--- src/rtl/seg_pkg.sv ---
// Shared constants and types for the seven-segment frame decoder.
// Segment patterns are bits g..a; codes are the recovered 4-bit digit values.
package seg_pkg;

  localparam logic [6:0] SEG_0     = 7'h3F;
  localparam logic [6:0] SEG_1     = 7'h06;
  localparam logic [6:0] SEG_2     = 7'h5B;
  localparam logic [6:0] SEG_3     = 7'h4F;
  localparam logic [6:0] SEG_4     = 7'h66;
  localparam logic [6:0] SEG_5     = 7'h6D;
  localparam logic [6:0] SEG_6     = 7'h7D;
  localparam logic [6:0] SEG_7     = 7'h07;
  localparam logic [6:0] SEG_8     = 7'h7F;
  localparam logic [6:0] SEG_9     = 7'h6F;
  localparam logic [6:0] SEG_BLANK = 7'h00;

  localparam logic [3:0] CODE_BLANK = 4'hF;
  localparam logic [3:0] CODE_ERR   = 4'hE;

  typedef enum logic [1:0] {
    IDLE      = 2'd0,
    HAVE_ONES = 2'd1,
    HAVE_TENS = 2'd2
  } frame_state_e;

endpackage

--- src/rtl/seg_frame_decoder_if.sv ---
// Display bus plus recovered-frame outputs of the segment frame decoder.
// master = bus driver / consumer of results, slave = the decoder itself.
interface seg_frame_decoder_if;
  logic [7:0] seg_in;
  logic [3:0] tens;
  logic [3:0] ones;
  logic       tens_err;
  logic       ones_err;
  logic       frame_valid;
  logic       stale;

  modport master (
    output seg_in,
    input  tens, ones, tens_err, ones_err, frame_valid, stale
  );

  modport slave (
    input  seg_in,
    output tens, ones, tens_err, ones_err, frame_valid, stale
  );
endinterface

--- src/rtl/seg7_decode.sv ---
// Combinational seven-segment pattern to digit-code decoder.
// Blank maps to CODE_BLANK without error; unknown patterns map to CODE_ERR.
module seg7_decode
  import seg_pkg::*;
(
  input  logic [6:0] pattern_i,
  output logic [3:0] code_o,
  output logic       err_o
);

  always_comb begin
    code_o = CODE_ERR;
    err_o  = 1'b0;
    case (pattern_i)
      SEG_0:     code_o = 4'd0;
      SEG_1:     code_o = 4'd1;
      SEG_2:     code_o = 4'd2;
      SEG_3:     code_o = 4'd3;
      SEG_4:     code_o = 4'd4;
      SEG_5:     code_o = 4'd5;
      SEG_6:     code_o = 4'd6;
      SEG_7:     code_o = 4'd7;
      SEG_8:     code_o = 4'd8;
      SEG_9:     code_o = 4'd9;
      SEG_BLANK: code_o = CODE_BLANK;
      default: begin
        code_o = CODE_ERR;
        err_o  = 1'b1;
      end
    endcase
  end

endmodule

--- src/rtl/seg_frame_decoder.sv ---
// Recovers tens/ones digit codes from a multiplexed seven-segment bus,
// debouncing each bus value and pairing digits into complete frames.
//
// state     | meaning
// IDLE      | no digit pending
// HAVE_ONES | ones digit accepted, waiting for tens
// HAVE_TENS | tens digit accepted, waiting for ones
module seg_frame_decoder
  import seg_pkg::*;
#(
  parameter int unsigned STABLE_CYCLES = 2,
  parameter int unsigned TIMEOUT       = 16
)
(
  input  logic                clk,
  input  logic                rst_n,
  seg_frame_decoder_if.slave  bus
);

  localparam logic [3:0] RUN_MAX = 4'(STABLE_CYCLES);
  localparam logic [7:0] TO_MAX  = 8'(TIMEOUT);

  logic [7:0]   seg_q;
  logic [3:0]   run_q, run_d;
  logic         held_q, held_d;
  logic [7:0]   to_q, to_d;
  frame_state_e state_q, state_d;
  logic [3:0]   pend_ones_q, pend_ones_d, pend_tens_q, pend_tens_d;
  logic         pend_ones_err_q, pend_ones_err_d, pend_tens_err_q, pend_tens_err_d;
  logic [3:0]   tens_q, tens_d, ones_q, ones_d;
  logic         tens_err_q, tens_err_d, ones_err_q, ones_err_d;
  logic         fv_q, fv_d, stale_q, stale_d;

  logic [3:0]   dec_code;
  logic         dec_err;
  logic         changed, accept, timeout_hit, is_tens;

  seg7_decode u_dec (
    .pattern_i (seg_q[6:0]),
    .code_o    (dec_code),
    .err_o     (dec_err)
  );

  assign changed     = (bus.seg_in != seg_q);
  assign accept      = (run_q == RUN_MAX) && !held_q;
  assign timeout_hit = (to_q == TO_MAX);
  assign is_tens     = seg_q[7];

  // held_q blocks re-acceptance of a bus value that stays put.
  assign run_d  = changed ? 4'd1 : ((run_q == RUN_MAX) ? run_q : run_q + 4'd1);
  assign held_d = changed ? 1'b0 : (accept ? 1'b1 : held_q);
  assign to_d   = accept ? 8'd0 : (timeout_hit ? to_q : to_q + 8'd1);

  always_comb begin
    state_d         = state_q;
    pend_ones_d     = pend_ones_q;
    pend_ones_err_d = pend_ones_err_q;
    pend_tens_d     = pend_tens_q;
    pend_tens_err_d = pend_tens_err_q;
    tens_d          = tens_q;
    ones_d          = ones_q;
    tens_err_d      = tens_err_q;
    ones_err_d      = ones_err_q;
    fv_d            = 1'b0;
    stale_d         = stale_q;

    if (accept) begin
      stale_d = 1'b0;
      if (is_tens) begin
        if (state_q == HAVE_ONES) begin
          tens_d     = dec_code;
          tens_err_d = dec_err;
          ones_d     = pend_ones_q;
          ones_err_d = pend_ones_err_q;
          fv_d       = 1'b1;
          state_d    = IDLE;
        end else begin
          pend_tens_d     = dec_code;
          pend_tens_err_d = dec_err;
          state_d         = HAVE_TENS;
        end
      end else begin
        if (state_q == HAVE_TENS) begin
          tens_d     = pend_tens_q;
          tens_err_d = pend_tens_err_q;
          ones_d     = dec_code;
          ones_err_d = dec_err;
          fv_d       = 1'b1;
          state_d    = IDLE;
        end else begin
          pend_ones_d     = dec_code;
          pend_ones_err_d = dec_err;
          state_d         = HAVE_ONES;
        end
      end
    end else if (timeout_hit) begin
      stale_d = 1'b1;
      state_d = IDLE;
    end
  end

  always_ff @(posedge clk or negedge rst_n) begin
    if (!rst_n) begin
      seg_q           <= 8'h00;
      run_q           <= 4'd0;
      held_q          <= 1'b0;
      to_q            <= 8'd0;
      state_q         <= IDLE;
      pend_ones_q     <= CODE_BLANK;
      pend_ones_err_q <= 1'b0;
      pend_tens_q     <= CODE_BLANK;
      pend_tens_err_q <= 1'b0;
      tens_q          <= CODE_BLANK;
      ones_q          <= CODE_BLANK;
      tens_err_q      <= 1'b0;
      ones_err_q      <= 1'b0;
      fv_q            <= 1'b0;
      stale_q         <= 1'b0;
    end else begin
      seg_q           <= bus.seg_in;
      run_q           <= run_d;
      held_q          <= held_d;
      to_q            <= to_d;
      state_q         <= state_d;
      pend_ones_q     <= pend_ones_d;
      pend_ones_err_q <= pend_ones_err_d;
      pend_tens_q     <= pend_tens_d;
      pend_tens_err_q <= pend_tens_err_d;
      tens_q          <= tens_d;
      ones_q          <= ones_d;
      tens_err_q      <= tens_err_d;
      ones_err_q      <= ones_err_d;
      fv_q            <= fv_d;
      stale_q         <= stale_d;
    end
  end

  assign bus.tens        = tens_q;
  assign bus.ones        = ones_q;
  assign bus.tens_err    = tens_err_q;
  assign bus.ones_err    = ones_err_q;
  assign bus.frame_valid = fv_q;
  assign bus.stale       = stale_q;

endmodule
--- src/flat_wrapper.sv ---
// flat-port wrapper written by rule: the top's interface ports become plain ports
module seg_frame_decoder_flat import seg_pkg::*;
#(
  parameter int unsigned STABLE_CYCLES = 2,
  parameter int unsigned TIMEOUT       = 16
)
  (clk, rst_n, bus_seg_in, bus_tens, bus_ones, bus_tens_err, bus_ones_err, bus_frame_valid, bus_stale);
  seg_frame_decoder_if bus_i ();
  input  logic clk;
  input  logic rst_n;
  input wire logic [$bits(bus_i.seg_in)-1:0] bus_seg_in;
  output wire logic [$bits(bus_i.tens)-1:0] bus_tens;
  output wire logic [$bits(bus_i.ones)-1:0] bus_ones;
  output wire logic [$bits(bus_i.tens_err)-1:0] bus_tens_err;
  output wire logic [$bits(bus_i.ones_err)-1:0] bus_ones_err;
  output wire logic [$bits(bus_i.frame_valid)-1:0] bus_frame_valid;
  output wire logic [$bits(bus_i.stale)-1:0] bus_stale;
  assign bus_i.seg_in = bus_seg_in;
  assign bus_tens = bus_i.tens;
  assign bus_ones = bus_i.ones;
  assign bus_tens_err = bus_i.tens_err;
  assign bus_ones_err = bus_i.ones_err;
  assign bus_frame_valid = bus_i.frame_valid;
  assign bus_stale = bus_i.stale;
  seg_frame_decoder #(.STABLE_CYCLES(STABLE_CYCLES), .TIMEOUT(TIMEOUT)) u_core (.clk(clk), .rst_n(rst_n), .bus(bus_i));
endmodule
--- config.mk ---
export PLATFORM = sky130hd
export DESIGN_NAME = seg_frame_decoder_flat
export DESIGN_NICKNAME = d
export VERILOG_FILES = /design/src/rtl/seg_pkg.sv /design/src/rtl/seg_frame_decoder_if.sv /design/src/rtl/seg7_decode.sv /design/src/rtl/seg_frame_decoder.sv /design/src/flat_wrapper.sv
export SDC_FILE = /design/constraint.sdc
export NUM_CORES = 1
export LEC_CHECK = 0
export CAP_MARGIN = 20
export CORE_MARGIN = 4
export CORE_UTILIZATION = 55
export CTS_CLUSTER_DIAMETER = 120
export CTS_CLUSTER_SIZE = 40
export DETAILED_ROUTE_END_ITERATION = 8
export PLACE_DENSITY = 0.77
export SYNTH_ARGS = -nofsm -noshare
export SYNTH_HDL_FRONTEND = slang
export SYNTH_SLANG_ARGS = --single-unit
--- constraint.sdc ---
create_clock -name clk -period 3.1 [get_ports clk]
set_clock_uncertainty 0.2 [all_clocks]
set_input_delay 0.465 -clock clk [delete_from_list [all_inputs] [get_ports clk]]
set_output_delay 0.465 -clock clk [all_outputs]
set_load 0.01 [all_outputs]
==> results.toml <==
[clock_tree]
ctsResizeCount = 0
cts_setup_buffers = 0
root_buffer = "clkbuf_8"
cts_made_buffers = 5
cts_max_level = 2
path_clk_slew_ns = 0.08
clk_latency_ns = 0.30
clock_path_buffers = 2
clock_sinks = 45
cts_tree = "yes"
cts_hold_buf = 0

[layout]
n_antenna_cell = 0
drive_above_1_share_pct = 16.5
layout.cells.non_filler = 284
final_nets = 249
area_growth_syn_to_layout_pct = 16.6
final_core_util_pct = 68.2

[floorplanning]
dieWidth_um = 71.1
initial_utilization_pct = 58.5
die-area_sq_um = 5050
rows = 22
coreArea_sq_um = 3740
design.portCount = 22
dieHeight_um = 71.1

[timing]
min_period_ns = 2.32
hold_viol = 0
fin_ws_ns = 0.777
fmax_ghz = 0.431
finalSetupViolations = 0
rsz0062_at_grt = "false"
relSlewSlack_pct = 35.4
fin_crit_sh_pct = 74.9
tightest_slew_ns = 0.968
drv_slew = 0
fin_tns_setup_ns = 0

[synth]
netlist_area_sq_um = 2190
synth-seq-cells = 45
synth_top_area_share_pct = 33.1
synth_common_cells = "29 x dfrtp_1, 22 x nand2_1, 22 x nor2_1"
syn_area_per_cell_sq_um = 10.4
synth.most_common_cell = "dfrtp_1"
synth_edf_count = 0
synth-main-ff-cell = "dfrtp_1"
async_reset_ff_share_pct = 100
synth_warnings = 0
ys_top_cells_by_area = "dfrtp_1 33%, dfstp_2 19%, xor2_1 5.6%"
syn_inst = 211
synth_nets = 225
synth-seq-area-share_pct = 52.3
yosys.area.top_type = "dfrtp_1"
synthDistinctLibCells = 41

[critical_path]
required_ns = 3.09
start_kind = "flip-flop"
critPathArrivalTime_ns = 2.31
rrSetupSlack_ns = 0.78
critical_path.cell_chain = "inv_1 -> ha_1 -> nor3b_2 -> nand2b_1 -> nor3_2 -> mux2_2"
worstSetupPathType = "flip-flop to flip-flop"
crit_start = "u_core.run_q[0]"
crit_slowest_cell = "nor3_2"
r2r-start = "u_core.run_q[0]"
max_stage_delay_ns = 0.50
crit_path_max_fanout = 9
endpoint_kind = "flip-flop"

[worst_hold_path]
hp-class = "primary input to asynchronous set/reset pin"

[routing]
drcViolationCount = 0
wl_per_cell_um = 14.7
vias = 1602
ant_nets = 0
first_pass_iters = 4
vias_per_cell = 5.64
drt-initial-drc-count = 119
wl_um = 4180

[place]
gp_congestion = 0.815
io_buffers = 21
pre_cts_ws_ns = 0.799
dp_cells = 276
hpwl_um = 2930

[power_and_ir_drop]
power.density_nw_per_um2 = 523
total_power_uw = 1330
vdd_drop_max_mv = 0.408
p_leak_uw = 0.00108

[global_routing]
antenna_found_initial = 0
grtUsageTotal_pct = 17.8
grt-ovfl-total = 0
grt_pass1_wl_um = 7170
first_global_vias = 1548
grt_max_degree = 46

[run_status]
status = "finished, final reports clean"

[flow_run]
drv_cap = 0
[logic make-up after synthesis]
kind of cell    synth area share [%]
simple gates                    20.6
flops                           52.3
compound gates                  13.1
xor+xnor                        6.40
buf+inv                         1.83
mux                             3.49
fa+ha+maj                       2.29
[path summary, 6_finish.rpt]
check                                    endpoint  cells after the start
setup reg to reg           u_core.pend_ones_err_q                      6
max in group asynchronous           u_core.held_q                      1
setup / recovery           u_core.pend_ones_err_q                      6
min in group clk               u_core.bus.tens[0]                      2
hold reg to reg                u_core.bus.tens[0]                      2
hold / removal                    u_core.seg_q[5]                      1
[routing by layer]
layer  routed length (um)  global-route usage (%)  share of wire [%]  up-vias
met5                    0                       0                  0        -
met4                   42                    6.47                1.0        0
met3                  152                    3.98                3.6        5
met2                 1970                    27.8                 47       27
met1                 2020                    24.3                 48      782
li1                     -                       -                  -      788
[power by group]
group,internal [uW],switching (uW)
combinational,95.5,94.6
sequential,643,71.5
clock,231,199
[worst max-delay path, delay by kind of cell, from the launching register on]
| family | cells | cell delay, ns |
|---|---|---|
| and+or+nand+nor | 3 | 0.95 |
| DFF | 1 | 0.40 |
| muxes | 1 | 0.40 |
| adders and majority gates | 1 | 0.16 |
| buffers and inverters | 1 | 0.10 |
[stage by stage]
stage | cell area (sq um) | hold WS (ns)
floorplan | 2190 | -0.0306
global placement | 2440 | 0.251
detailed placement | 2440 | 0.259
CTS | 2550 | 0.158
global route | 2550 | 0.188
finish | 2550 | 0.117
[sequential cells by signal (all words and copies together) (netlist names)]
name,cells
u_core.pend_tens_err_q,1
u_core.run_q,4
u_core.pend_ones_err_q,1
u_core.pend_ones_q,4
u_core.to_q,8
u_core.seg_q,8
u_core.pend_tens_q,4
u_core.bus.tens_err,1
u_core.bus.stale,1
u_core.held_q,1
u_core.bus.ones_err,1
u_core.bus.tens,4
u_core.bus.ones,4
u_core.state_q,2
u_core.bus.frame_valid,1
[area by class of cell]
| class | instances | area, sq um |
|---|---|---|
| Multi-Input combinational cell | 156 | 1000 |
| Tap cell | 48 | 60.1 |
| Timing Repair Buffer | 22 | 213 |
| Sequential cell | 45 | 1150 |
| Inverter | 5 | 18.8 |
| Clock buffer | 8 | 111 |
| Fill cell | 307 | 1190 |
[cell usage in the layout (no fill, tap or decap), types with 2 or more instances in the layout]
cell,Yosys,layout
inv_1,5,5
a31oi_1,2,2
a211oi_1,2,2
nor3_1,2,2
o22ai_1,12,12
xor2_1,14,14
xnor2_1,2,2
nand2_1,22,22
nor3_2,5,5
o21ai_0,3,3
o21ai_1,5,5
mux2i_1,2,2
nor4_1,2,2
mux2_1,2,2
clkdlybuf4s50_1,0,20
nand3_1,13,13
nand2b_1,5,5
nor2_1,22,22
mux2_2,3,3
ha_1,4,4
a21boi_0,3,3
dfstp_2,16,16
clkbuf_8,0,6
nor2b_1,4,4
and3_1,2,2
a21oi_1,9,9
or3_1,3,3
dfrtp_1,29,29
(Power assumes the default switching activity.)
==> patch 1 (same flow settings) <==
Encoding of `frame_state_e`: now one-hot (3 bits for 3 states).
--- a/src/rtl/seg_pkg.sv
+++ b/src/rtl/seg_pkg.sv
@@ -19,6 +19,6 @@
 
-  typedef enum logic [1:0] {
-    IDLE      = 2'd0,
-    HAVE_ONES = 2'd1,
-    HAVE_TENS = 2'd2
+  typedef enum logic [2:0] {
+    IDLE      = 3'b001,
+    HAVE_ONES = 3'b010,
+    HAVE_TENS = 3'b100
   } frame_state_e;
Behaviour: no difference found for any inputs over 10 cycles, from zero or initial values and one cycle with rst_n low; not proved beyond that.
==> patch 1 against the unedited design <==
Sequential cell count is 1 higher. Fmax is 7.0% lower. Count of clock-buffer cells in the layout is the same. Design area rose by 4.2%. Area after synthesis is 5.5% higher. First-iteration DRC count grew 1.7%. Total power grew 5.3%. Worst setup slack worse by 0.17 ns. Routed wire length fell by 2.3%. Sequential power rose by 2%. Clock power increased by 13%. Die area rose by 4.9%. Critical path type unchanged. Via count grew 0.87%.
==> patch 1: results (changes against the unedited design) <==
The post-synth net total was 233 (was 225); the total global routing track utilization was 0.170 (was 0.178). The tools report the endpoint of the worst register-to-register path as u_core.bus.tens[0] (was u_core.pend_ones_err_q). The pin slew with the least headroom to its limit was 0.792 ns (was 0.968 ns); the number of global-route vias before repair was 1505 (was 1548). Top post-synthesis cells by area: dfrtp_1 31%, dfstp_2 19%, xor2_1 5.3%, nor2_1 4.4%, a21oi_1 2.8% (was dfrtp_1 33%, dfstp_2 19%, xor2_1 5.6%, nand2_1 3.8%, nor2_1 3.8%). The leakage dissipation was 1.08 nW (about the same); the clock edge transition at the registers on the reported setup and hold paths was 0.09 ns. The worst hold path begins at u_core.pend_tens_q[3].

The global-route wire length before repair is 6930 µm (was 7170 µm), and the final worst hold slack is 0.281 ns (was 0.117 ns). Largest registers in the final layout: u_core.seg_q (8), u_core.to_q (8) (unchanged). The met1 layer usage reported by global route was 0.232 (was 0.243). The number of port buffers is 21 (unchanged).

The run gives 0.0413 (was 0.0398) as the met3 track demand over resource. The via density per instance came out at 5.57 (was 5.64). For the post-synthesis sequential area ratio, the log shows 0.507 (was 0.523). Met2 global-route usage: 0.266 (was 0.278). The wire length reported by the detailed router is 4090 µm (was 4180 µm), and the power dissipated by switching net loads is 376 µW (was 365 µW).

The maximum vdd drop was 316 µV (was 408 µV); the logic depth of the worst register-to-register path was 7 (was 6). The number of distinct library cells after synthesis is 49 (was 41). The area of placed instances is 2500 µm² (was 2440 µm²). The worst endpoint data arrival time is 2.53 ns (was 2.31 ns). The tools report the largest net degree at the start of global routing as 47 (was 46). The count of nets after finishing is 253 (was 249).

For the final RePlAce weighted congestion, the log shows 0.782 (was 0.815). The half-perimeter wire length of the detailed placement result is 2890 µm (was 2930 µm). The via count came out at 1616 (was 1602). The per-instance average area after synthesis was 10.6 µm² (was 10.4 µm²); the share of post-route cells with drive strength above 1 was 0.171 (was 0.165). The run finished with clean final reports. The peak fanout along the critical path is 19 (was 9), and the internal reg-to-reg setup slack is 0.60 ns (was 0.78 ns).

The worst min-delay path class is reg -> reg (was in -> async). The violation count after the first detailed-routing iteration was 121 (was 119). The worst hold path terminates at u_core.pend_tens_q[3]. The number of cells after detailed placement was 280 (was 276).
[patch 1: cell types whose count changed in the layout (fill, tap and decap cells not counted), sizes merged, moves of 3 or more]
cell / change
nor3b: +3
or3b: +3
nand2: -5
nand2b: -5
nor2b: -4
and3: +3
inv: +3
nor2: +5
o211ai: +3
a21boi: -3
o22ai: -12
mux2: -3
a21oi: +4
[patch 1: cells by family (layout without fill, tap and decap cells)]
group                    Yosys count  count (layout)  synth area share
AO/OA/AOI/OAI                     37              37             0.109
XOR/XNOR                          18              18            0.0682
adder cells (fa/ha/maj)            4               4            0.0217
buffers and inverters             20              41            0.0590
flip-flops                        46              46             0.507
multiplexers                       5               5            0.0227
AND/OR/NAND/NOR                   89              89             0.212
[patch 1: final cells by class]
| class | count | area (µm²) |
|---|---|---|
| inverter | 9 | 46.3 |
| timing repair buffer | 24 | 243 |
| clock buffer | 8 | 133 |
| sequential | 46 | 1170 |
| tap | 50 | 62.6 |
| multi-input combinational | 153 | 1000 |
| fill | 331 | 1370 |
[patch 1: worst max path at each step]
stage                    start                   to  slack, ns  cells past startpoint
2_1_floorplan  u_core.run_q[0]  u_core.bus.ones_err       0.96                      6
3_3_place_gp   u_core.run_q[0]  u_core.bus.tens_err       0.72                      5
3_5_place_dp   u_core.run_q[0]   u_core.bus.tens[0]       0.64                      7
4_1_cts        u_core.run_q[0]   u_core.bus.tens[0]       0.61                      7
5_1_grt        u_core.run_q[0]   u_core.bus.tens[0]       0.48                      7
6_report       u_core.run_q[0]   u_core.bus.tens[0]       0.60                      7
[patch 1: critical path, cell delays in order, from the launching register on]
cell and delay (ns):
dfrtp_1 0.42, inv_1 0.08, ha_1 0.18, or4b_4 0.50
a211o_1 0.52, nor3b_1 0.34, a21oi_1 0.08, o21ai_0 0.11
[patch 1: routing by layer]
metal,share of wire,wire length (µm),vias to the layer above
li1,-,-,810
met1,0.49,2010,774
met2,0.46,1870,25
met3,0.036,147,7
met4,0.015,63,0
met5,0,0,-
[patch 1: power by group through the flow]
stage               clock network, mW  logic (mW)  registers [mW]
CTS                             0.495       0.192           0.723
global route                    0.518       0.224           0.736
finish                          0.485       0.195           0.726
detailed placement                  0       0.192           0.733
floorplan                           0       0.157           0.709
global placement                    0       0.184           0.732
[patch 1: repair_timing]
action | CTS | global route
hold buffers | 0 | 1
endpoints found under the hold margin | 0 | 4
endpoints found under the setup margin | 0 | 0
[patch 1: per-stage QoR]
step / power (mW) / util / setup WS, ns
6_report: 1.41 / 0.660 / 0.603
4_1_cts: 1.41 / 0.652 / 0.612
3_5_place_dp: 0.925 / 0.620 / 0.637
3_3_place_gp: 0.916 / 0.620 / 0.717
5_1_grt: 1.48 / 0.660 / 0.476
2_1_floorplan: 0.866 / - / 0.959
==> patch 2 (same settings) <==
Without the edit above. `TIMEOUT` is set to 16 in 2 places; all go to 12.
--- a/src/rtl/seg_frame_decoder.sv
+++ b/src/rtl/seg_frame_decoder.sv
@@ -11,3 +11,3 @@
   parameter int unsigned STABLE_CYCLES = 2,
-  parameter int unsigned TIMEOUT       = 16
+  parameter int unsigned TIMEOUT       = 12
 )
--- a/src/flat_wrapper.sv
+++ b/src/flat_wrapper.sv
@@ -4,3 +4,3 @@
   parameter int unsigned STABLE_CYCLES = 2,
-  parameter int unsigned TIMEOUT       = 16
+  parameter int unsigned TIMEOUT       = 12
 )
Function: same outputs for any inputs over 10 cycles, from zero or initial values and one cycle with rst_n low; that may be too few to reach the edited logic, so the function may still have changed.
==> patch 2 against the unedited design <==
Routed wire length is 1.3% lower. Area after synthesis is 3.5% higher. Total power is 1.8% higher. Design area is 2.5% higher. Sequential power is 1% lower. Worst setup slack better by 0.089 ns. Cell count is 3.2% higher. Largest power group unchanged. Sequential cell count stayed put. Critical path depth is 1 lower.
==> patch 2: results (changes against the unedited design) <==
The count of nets after finishing was 256 (was 249). Most numerous cell types in the synthesized netlist: 29 x dfrtp_1, 29 x nor2_1, 19 x nand2_1 (was 29 x dfrtp_1, 22 x nand2_1, 22 x nor2_1). The post-route cell area is 2620 µm² (was 2550 µm²), and the maximum vdd drop is 293 µV (was 408 µV). For the routed wire length on met2, the log shows 2030 µm (was 1970 µm). The post-synthesis sequential area ratio was 0.506 (was 0.523). Top post-synthesis cells by area: dfrtp_1 32%, dfstp_2 19%, xor2_1 5.4%, nor2_1 4.8%, a21oi_1 3.3% (was dfrtp_1 33%, dfstp_2 19%, xor2_1 5.6%, nand2_1 3.8%, nor2_1 3.8%).

For the worst endpoint data arrival time, the log shows 2.22 ns (was 2.31 ns). The inverter count of the layout excluding clock inverters is 4 (was 5), and the met2 global-route usage is 0.281 (was 0.278). The flow ran to the end, and the final reports show no timing, DRC or antenna violations. The complex-gate fraction of the synthesized area is 0.131 (about the same).

The per-instance average area after synthesis works out to 10.3 µm² (was 10.4 µm²). Post-synth net total: 235 (was 225). The detailed-route wire length per cell is 14.1 µm (was 14.7 µm). The run gives 1920 µm (was 2020 µm) as the met1 layer wirelength in the final routing.

The share of post-route cells with drive strength above 1 is 0.160 (was 0.165), and the number of cells after detailed placement is 285 (was 276). The number of distinct library cells after synthesis came out at 43 (was 41). The run gives 0.362 (was 0.354) as the worst slew margin relative to its limit.

The count of multi-input combinational gates was 164 (was 156); the sum of met3 wire segment lengths after detailed routing was 124 µm (was 152 µm). The run gives 452 µW (was 430 µW) as the power drawn by the clock network. Fraction of area in clock buffers and inverters: 0.0445 (was 0.0436). The biggest cell delay along the critical path came out at 0.52 ns (was 0.50 ns). The peak fanout along the critical path is 10 (was 9).
[patch 2: changes by cell type in the layout (fill, tap and decap cells not counted), sizes merged, moves of 3 or more]
| cell | unedited run | this run |
|---|---|---|
| o22ai | 12 | 9 |
| nor2 | 23 | 30 |
| a21oi | 9 | 17 |
| o21ai | 8 | 11 |
| nand3 | 13 | 6 |
| nand2 | 22 | 19 |
| nor3 | 7 | 4 |
| or3 | 4 | 0 |
| nand4 | 0 | 4 |
| and2 | 0 | 4 |
[patch 2: final timing paths]
path,start,endpoint,slack (ns)
min reg2reg,u_core.pend_tens_q[3],u_core.pend_tens_q[3],0.27
max in group asynchronous,rst_n,u_core.seg_q[3],1.99
min in group clk,u_core.pend_tens_q[3],u_core.pend_tens_q[3],0.27
max reg2reg,u_core.run_q[0],u_core.pend_ones_err_q,0.87
min,rst_n,u_core.to_q[7],0.12
max,u_core.run_q[0],u_core.pend_ones_err_q,0.87
